===== src/rtl/rr_encoder4_if.sv =====
`default_nettype none
// ============================================================================
// Module      : rr_encoder4_if
// Description : Request / grant handshake bundle for the round-robin encoder.
// Revision    : 1.0 - initial release
// ============================================================================
interface rr_encoder4_if #(
    parameter int N = 4,
    parameter int W = 2
);
    logic [N-1:0] req;
    logic         enable;
    logic [W-1:0] out;
    logic         valid;
    logic         ready;
    logic [N-1:0] pending;
    logic         dup;

    // master: request sources plus consumer; slave: the encoder itself
    modport master (output req, enable, ready, input out, valid, pending, dup);
    modport slave  (input req, enable, ready, output out, valid, pending, dup);
endinterface
`default_nettype wire


===== src/rtl/rr_encoder4.sv =====
`default_nettype none
// ============================================================================
// Module      : rr_encoder4
// Description : Collects multi-hot request pulses and delivers them one at a
//               time as binary indices with round-robin priority.
// Revision    : 1.0 - initial release
// ============================================================================
module rr_encoder4 #(
    parameter int N = 4,
    parameter int W = 2
) (
    input  wire logic     clock,
    input  wire logic     reset,
    rr_encoder4_if.slave  bus
);
    // N must equal 2**W so that W-bit index arithmetic wraps modulo N.
    typedef enum logic [0:0] {
        S_IDLE = 1'b0,
        S_HOLD = 1'b1
    } state_t;

    state_t       state_q, state_d;
    logic [N-1:0] pending_q, pending_d;
    logic [W-1:0] ptr_q, ptr_d;
    logic [W-1:0] out_q, out_d;
    logic         valid_q, valid_d;
    logic         dup_q, dup_d;

    logic [N-1:0] w_new;
    logic [N-1:0] w_clr;
    logic [W-1:0] w_sel;
    logic         w_found;

    // First pending line at or after ptr, wrapping modulo N.
    always_comb begin
        w_sel   = '0;
        w_found = 1'b0;
        for (int k = 0; k < N; k++) begin
            if (!w_found && pending_q[ptr_q + W'(k)]) begin
                w_sel   = ptr_q + W'(k);
                w_found = 1'b1;
            end
        end
    end

    always_comb begin
        w_new = bus.req & {N{bus.enable}};
        w_clr = '0;
        if (state_q == S_HOLD && bus.ready) begin
            w_clr[out_q] = 1'b1;
        end

        // A set arriving alongside a clear of the same line keeps it pending.
        pending_d = (pending_q & ~w_clr) | w_new;
        dup_d     = |(w_new & pending_q & ~w_clr);

        state_d = state_q;
        ptr_d   = ptr_q;
        out_d   = out_q;
        valid_d = valid_q;

        case (state_q)
            S_IDLE: begin
                valid_d = 1'b0;
                if (w_found) begin
                    out_d   = w_sel;
                    valid_d = 1'b1;
                    state_d = S_HOLD;
                end
            end
            S_HOLD: begin
                if (bus.ready) begin
                    ptr_d   = out_q + W'(1);
                    valid_d = 1'b0;
                    state_d = S_IDLE;
                end
            end
            default: begin
                state_d = S_IDLE;
                valid_d = 1'b0;
            end
        endcase
    end

    always_ff @(posedge clock) begin
        if (reset) begin
            state_q   <= S_IDLE;
            pending_q <= '0;
            ptr_q     <= '0;
            out_q     <= '0;
            valid_q   <= 1'b0;
            dup_q     <= 1'b0;
        end else begin
            state_q   <= state_d;
            pending_q <= pending_d;
            ptr_q     <= ptr_d;
            out_q     <= out_d;
            valid_q   <= valid_d;
            dup_q     <= dup_d;
        end
    end

    assign bus.out     = out_q;
    assign bus.valid   = valid_q;
    assign bus.pending = pending_q;
    assign bus.dup     = dup_q;
endmodule
`default_nettype wire


===== src/flat_wrapper.sv =====
// flat-port wrapper written by rule: the top's interface ports become plain ports
module rr_encoder4_flat 
#(
    parameter int N = 4,
    parameter int W = 2
)
  (clock, reset, bus_req, bus_enable, bus_ready, bus_out, bus_valid, bus_pending, bus_dup);
  rr_encoder4_if #(.N(N), .W(W)) bus_i ();
  input  wire logic clock;
  input  wire logic reset;
  input wire logic [$bits(bus_i.req)-1:0] bus_req;
  input wire logic [$bits(bus_i.enable)-1:0] bus_enable;
  input wire logic [$bits(bus_i.ready)-1:0] bus_ready;
  output wire logic [$bits(bus_i.out)-1:0] bus_out;
  output wire logic [$bits(bus_i.valid)-1:0] bus_valid;
  output wire logic [$bits(bus_i.pending)-1:0] bus_pending;
  output wire logic [$bits(bus_i.dup)-1:0] bus_dup;
  assign bus_i.req = bus_req;
  assign bus_i.enable = bus_enable;
  assign bus_i.ready = bus_ready;
  assign bus_out = bus_i.out;
  assign bus_valid = bus_i.valid;
  assign bus_pending = bus_i.pending;
  assign bus_dup = bus_i.dup;
  rr_encoder4 #(.N(N), .W(W)) u_core (.clock(clock), .reset(reset), .bus(bus_i));
endmodule

===== config.mk =====
export PLATFORM = sky130hd
export DESIGN_NAME = rr_encoder4_flat
export DESIGN_NICKNAME = d
export VERILOG_FILES = /design/src/rtl/rr_encoder4_if.sv /design/src/rtl/rr_encoder4.sv /design/src/flat_wrapper.sv
export SDC_FILE = /design/constraint.sdc
export NUM_CORES = 1
export LEC_CHECK = 0
export CAP_MARGIN = 5
export CORE_AREA = 2 2 39 41
export CTS_BUF_LIST = sky130_fd_sc_hd__clkbuf_4 sky130_fd_sc_hd__clkbuf_8
export CTS_CLUSTER_SIZE = 30
export DETAILED_ROUTE_END_ITERATION = 7
export DIE_AREA = 0 0 41 43
export PLACE_DENSITY = 0.76
export RECOVER_POWER = 25
export SLEW_MARGIN = 20
export SYNTH_ARGS = -nofsm -noshare
export SYNTH_HDL_FRONTEND = slang
export SYNTH_SLANG_ARGS = --single-unit

===== constraint.sdc =====
create_clock -name clock -period 3.3 [get_ports clock]
set_input_delay 0.66 -clock clock [delete_from_list [all_inputs] [get_ports clock]]
set_output_delay 0.66 -clock clock [all_outputs]
set_load 0.005 [all_outputs]

# Word level (Yosys, flattened, before mapping)
# Index checks and enable logic that the tools add are counted.
# totals
out_inout_bits	8
regBits	11
# op_classes
reduce_logical	11
bitwise	7
n_lt_le_gt_ge	6
addsub	4
n_mux	24
n_eq_ne	1
# op_table
operator	n
4-bit AND	4
2-bit by 3-bit < comparator with 1-bit output, second input constant	5
1-bit two-way mux	12
1-bit binary-select mux with 2-bit select	4
2-bit two-way mux	4
1-bit logical AND	5
2-bit by 1-bit adder with 2-bit output, second input constant	2
2-bit adder, second input constant	2
4-bit two-way mux	1
4-bit NOT	1
4-bit OR	1
1-bit case mux with 2 select lines	2
2-bit AND reduction	2
4-bit OR reduction	1
1-bit logical NOT	3
1-bit demux with 2-bit select	1
2-bit by 1-bit >= comparator with 1-bit output, second input constant	1
2-bit inequality test, second input constant	1
1-bit NOT	1

# Longest topological paths before layout
# logic_depth
ltp_word	14
ltp_mapped	5
ltp_nobuf	5

# Worst setup path after synthesis
# Ideal clock, no wire load.
# synth_timing
kind	input -> register
startpoint	in bus_ready
endpoint	reg u_core.dup_q, in the netlist u_core.bus.dup
t_arrival_ns	1.280
setup_ns	0.133
path_slack_ns	1.886
path_stages	5
cell_sequence	and2_1 > clkbuf_1 > nand2_1 > nand4_1 > a41oi_1
# synth_between
elab_chain_cells	5
# synth_rtl
element	line_no	text
start: declaration	flat_wrapper.sv:13	input wire logic [$bits(bus_i.ready)-1:0] bus_ready;
1-bit logical AND	rr_encoder4.sv:49	if (state_q == S_HOLD && bus.ready) begin
4-bit two-way mux	rr_encoder4.sv:49	
4-bit NOT	rr_encoder4.sv:55	dup_d = |(w_new & pending_q & ~w_clr);
4-bit AND	rr_encoder4.sv:55	
4-bit OR reduction	rr_encoder4.sv:55	
end signal: assignment	rr_encoder4.sv:99	dup_q <= dup_d;
end: declaration	rr_encoder4.sv:27	logic dup_q, dup_d;
# No other way between the ends.
# A chain may end at the register's enable or synchronous reset.

# Worst setup path in the final report
# layout_timing
startpoint	reg u_core.pending_q[3], in the netlist u_core.bus.pending[3]
endpoint	out bus_pending[3]
# layout_lines
element	line_no	text
start: declaration	rr_encoder4.sv:23	logic [N-1:0] pending_q, pending_d;
start signal: assignment	rr_encoder4.sv:95	pending_q <= pending_d;
end: declaration	flat_wrapper.sv:16	output wire logic [$bits(bus_i.pending)-1:0] bus_pending;
# No word-level cell between the ends.

==> results.py <==
metrics = {
    "route": {
        "avgRoutedWirePerCell_um": 12.1,
        "dr.pass1.iters": 5,
        "viasPerCell": 5.28,
        "wl_met3_um": 65,
        "via_count": 533,
        "drc_errors": 0,
        "drt_iter0_markers": 5,
        "dr.max_layer_used": "met4",
        "ant_nets": 0,
        "wl_met2_um": 492,
        "wl_met1_um": 614,
        "drt-total-wl_mm": 1.22,
    },
    "synth": {
        "netlist.area_leader.share": 0.362,
        "synth_nets": 82,
        "synth_common_cells": "11 x dfxtp_1, 7 x nor2_1, 6 x nand2_1, 5 x a21oi_1",
        "yosysWarnings": 0,
        "synthCells": 70,
        "synth_edf_count": 0,
        "synth.most_common_cell": "dfxtp_1",
        "yosysSeqAreaShare": 0.362,
        "ys_dominant_reg_cell": "dfxtp_1",
        "netlist_area_um2": 608,
        "syn_area_per_cell_um2": 8.69,
        "synthArstFlopShare": 0,
        "synth_area_leader_cell": "dfxtp_1",
        "synth_cell_type_count": 30,
        "ys_seq_elements": 11,
        "ys_top_cells_by_area": "dfxtp_1 36%, ha_1 8.2%, a22oi_1 4.9%",
    },
    "worst_setup_path": {
        "worstPathArrival_ns": 1.34,
        "crit_type": "flop to output pin",
        "path_cells": "clkdlybuf4s50_1",
        "slowest_delay_ns": 0.56,
        "cp-start-kind": "flop",
        "critPathBufInv": 1,
        "cp.required_ns": 2.64,
        "critPathCaptureType": "output pin",
        "critPathTopFamily": "buffers and inverters",
        "slowest_stage": "clkdlybuf4s50_1",
        "crit_fanout": 9,
    },
    "clock_network": {
        "ctsResizeCount": 0,
        "cts_inserted_buffers": 3,
        "cts_tree": "yes",
        "clock_path_buffers": 2,
        "clk_latency_ns": 0.27,
        "cts_setup_buffers": 0,
        "path_clk_slew_ns": 0.07,
        "h-tree-depth": 1,
        "root_buffer": "clkbuf_4",
        "numClockSinks": 11,
        "cts_hold_buf": 0,
    },
    "global_route": {
        "grt_pass1_vias": 442,
        "antenna_found_initial": 0,
        "grt_max_degree": 12,
        "grt_pass1_wl_mm": 2.03,
        "grt.overflow.total": 0,
        "grtUsageTotal": 0.177,
    },
    "sta": {
        "worst-slew-pin-transition_ns": 0.397,
        "setup_slack_ns": 1.30,
        "hold_violations": 0,
        "finalMaxSlewViolations": 0,
        "slew_headroom": 0.734,
        "rsz0062_at_grt": "false",
        "fin_skew_ns": 0.000892,
        "fmax_mhz": 500,
        "period_share": 0.606,
        "finalSetupTns_ns": 0,
        "setup_viol": 0,
        "post-route-min-period_ns": 2.00,
    },
    "final_layout": {
        "area_delta_synth_final_pct": 27.6,
        "utilization": 0.561,
        "fillers": 132,
        "layout.nets": 98,
        "antenna_cells": 0,
        "drive_gt1_frac": 0.0824,
        "finalInstanceArea_um2": 776,
    },
    "placement": {
        "dp_hpwl_um": 855,
        "portBuffers": 15,
        "routabilityCongestion": 0.834,
        "placed_area_um2": 746,
        "pre_cts_ws_ns": 1.41,
    },
    "floorplanning": {
        "rows": 14,
        "coreArea_mm2": 0.00138,
        "die_y_um": 43,
        "initial_utilization": 0.439,
        "io-pin-count": 16,
        "die_area_mm2": 0.00176,
        "dieWidth_um": 41,
    },
    "power": {
        "ir_drop_mv": 0.314,
        "power_leakage_nw": 0.288,
        "power_density_mw_per_mm2": 442,
    },
    "flow_run": {
        "drv_cap": 0,
    },
    "status": {
        "status": "finished, final reports clean",
    },
    "hold_path": {
        "hold_path_class": "flop to flop",
    },
}
-- per-stage QoR --
step | power [mW] | std cells | hold WS [ns]
floorplan | 0.209 | 70 | 0.450
global placement | 0.242 | 97 | 0.482
detailed placement | 0.243 | 97 | 0.479
CTS | 0.347 | 101 | 0.495
global route | 0.363 | 101 | 0.517
finish | 0.343 | 101 | 0.491
-- metal layers --
metal  vias up  global-route usage
met5         -                   0
met4         0               0.140
met3         5              0.0628
met2        15               0.194
met1       230               0.264
li1        283                   -
-- registers in the layout, summed over array words and instances (netlist names) --
name                cells
u_core.bus.dup          1
u_core.state_q          1
u_core.bus.out          2
u_core.ptr_q            2
u_core.bus.valid        1
u_core.bus.pending      4
-- cells in the final DEF, fill, tap and decap left out, drive strengths merged, types with 3 or more instances in the layout --
master,count
nand2,6
ha,4
o21ai,3
nor2,7
dfxtp,11
nand4,4
inv,4
a21oi,5
clkdlybuf4s50,14
clkbuf,4
a22oi,4
-- final timing paths --
check,startpoint,to,slack [ns],cells after the start
setup reg to reg,u_core.bus.pending[3],u_core.bus.out[0],1.76,4
hold reg to reg,u_core.state_q,u_core.state_q,0.49,2
setup / recovery,u_core.bus.pending[3],bus_pending[3],1.30,1
hold / removal,u_core.state_q,u_core.state_q,0.49,2
-- where the power goes --
group          switching, mW  internal [mW]  total, mW
clock                 0.0480         0.0551      0.103
combinational         0.0307         0.0457     0.0764
sequential            0.0178          0.145      0.163
-- area by class of cell --
class	instances	area (µm²)	area share
Clock buffer	4	30.0	0.0387
Inverter	4	15.0	0.0194
Multi-Input combinational cell	51	340	0.439
Sequential cell	11	220	0.284
Tap cell	16	20.0	0.0258
Timing Repair Buffer	15	150	0.194
-- kinds of logic (layout without fill, tap and decap cells) --
logic type      after synthesis  count (layout)  synth area share
simple gates                 29              29             0.280
fa+ha+maj                     4               4            0.0823
flops                        11              11             0.362
compound gates               17              17             0.181
buf+inv                       8              23            0.0782
mux                           1               1            0.0165
Power figures use the tool's default switching activity.
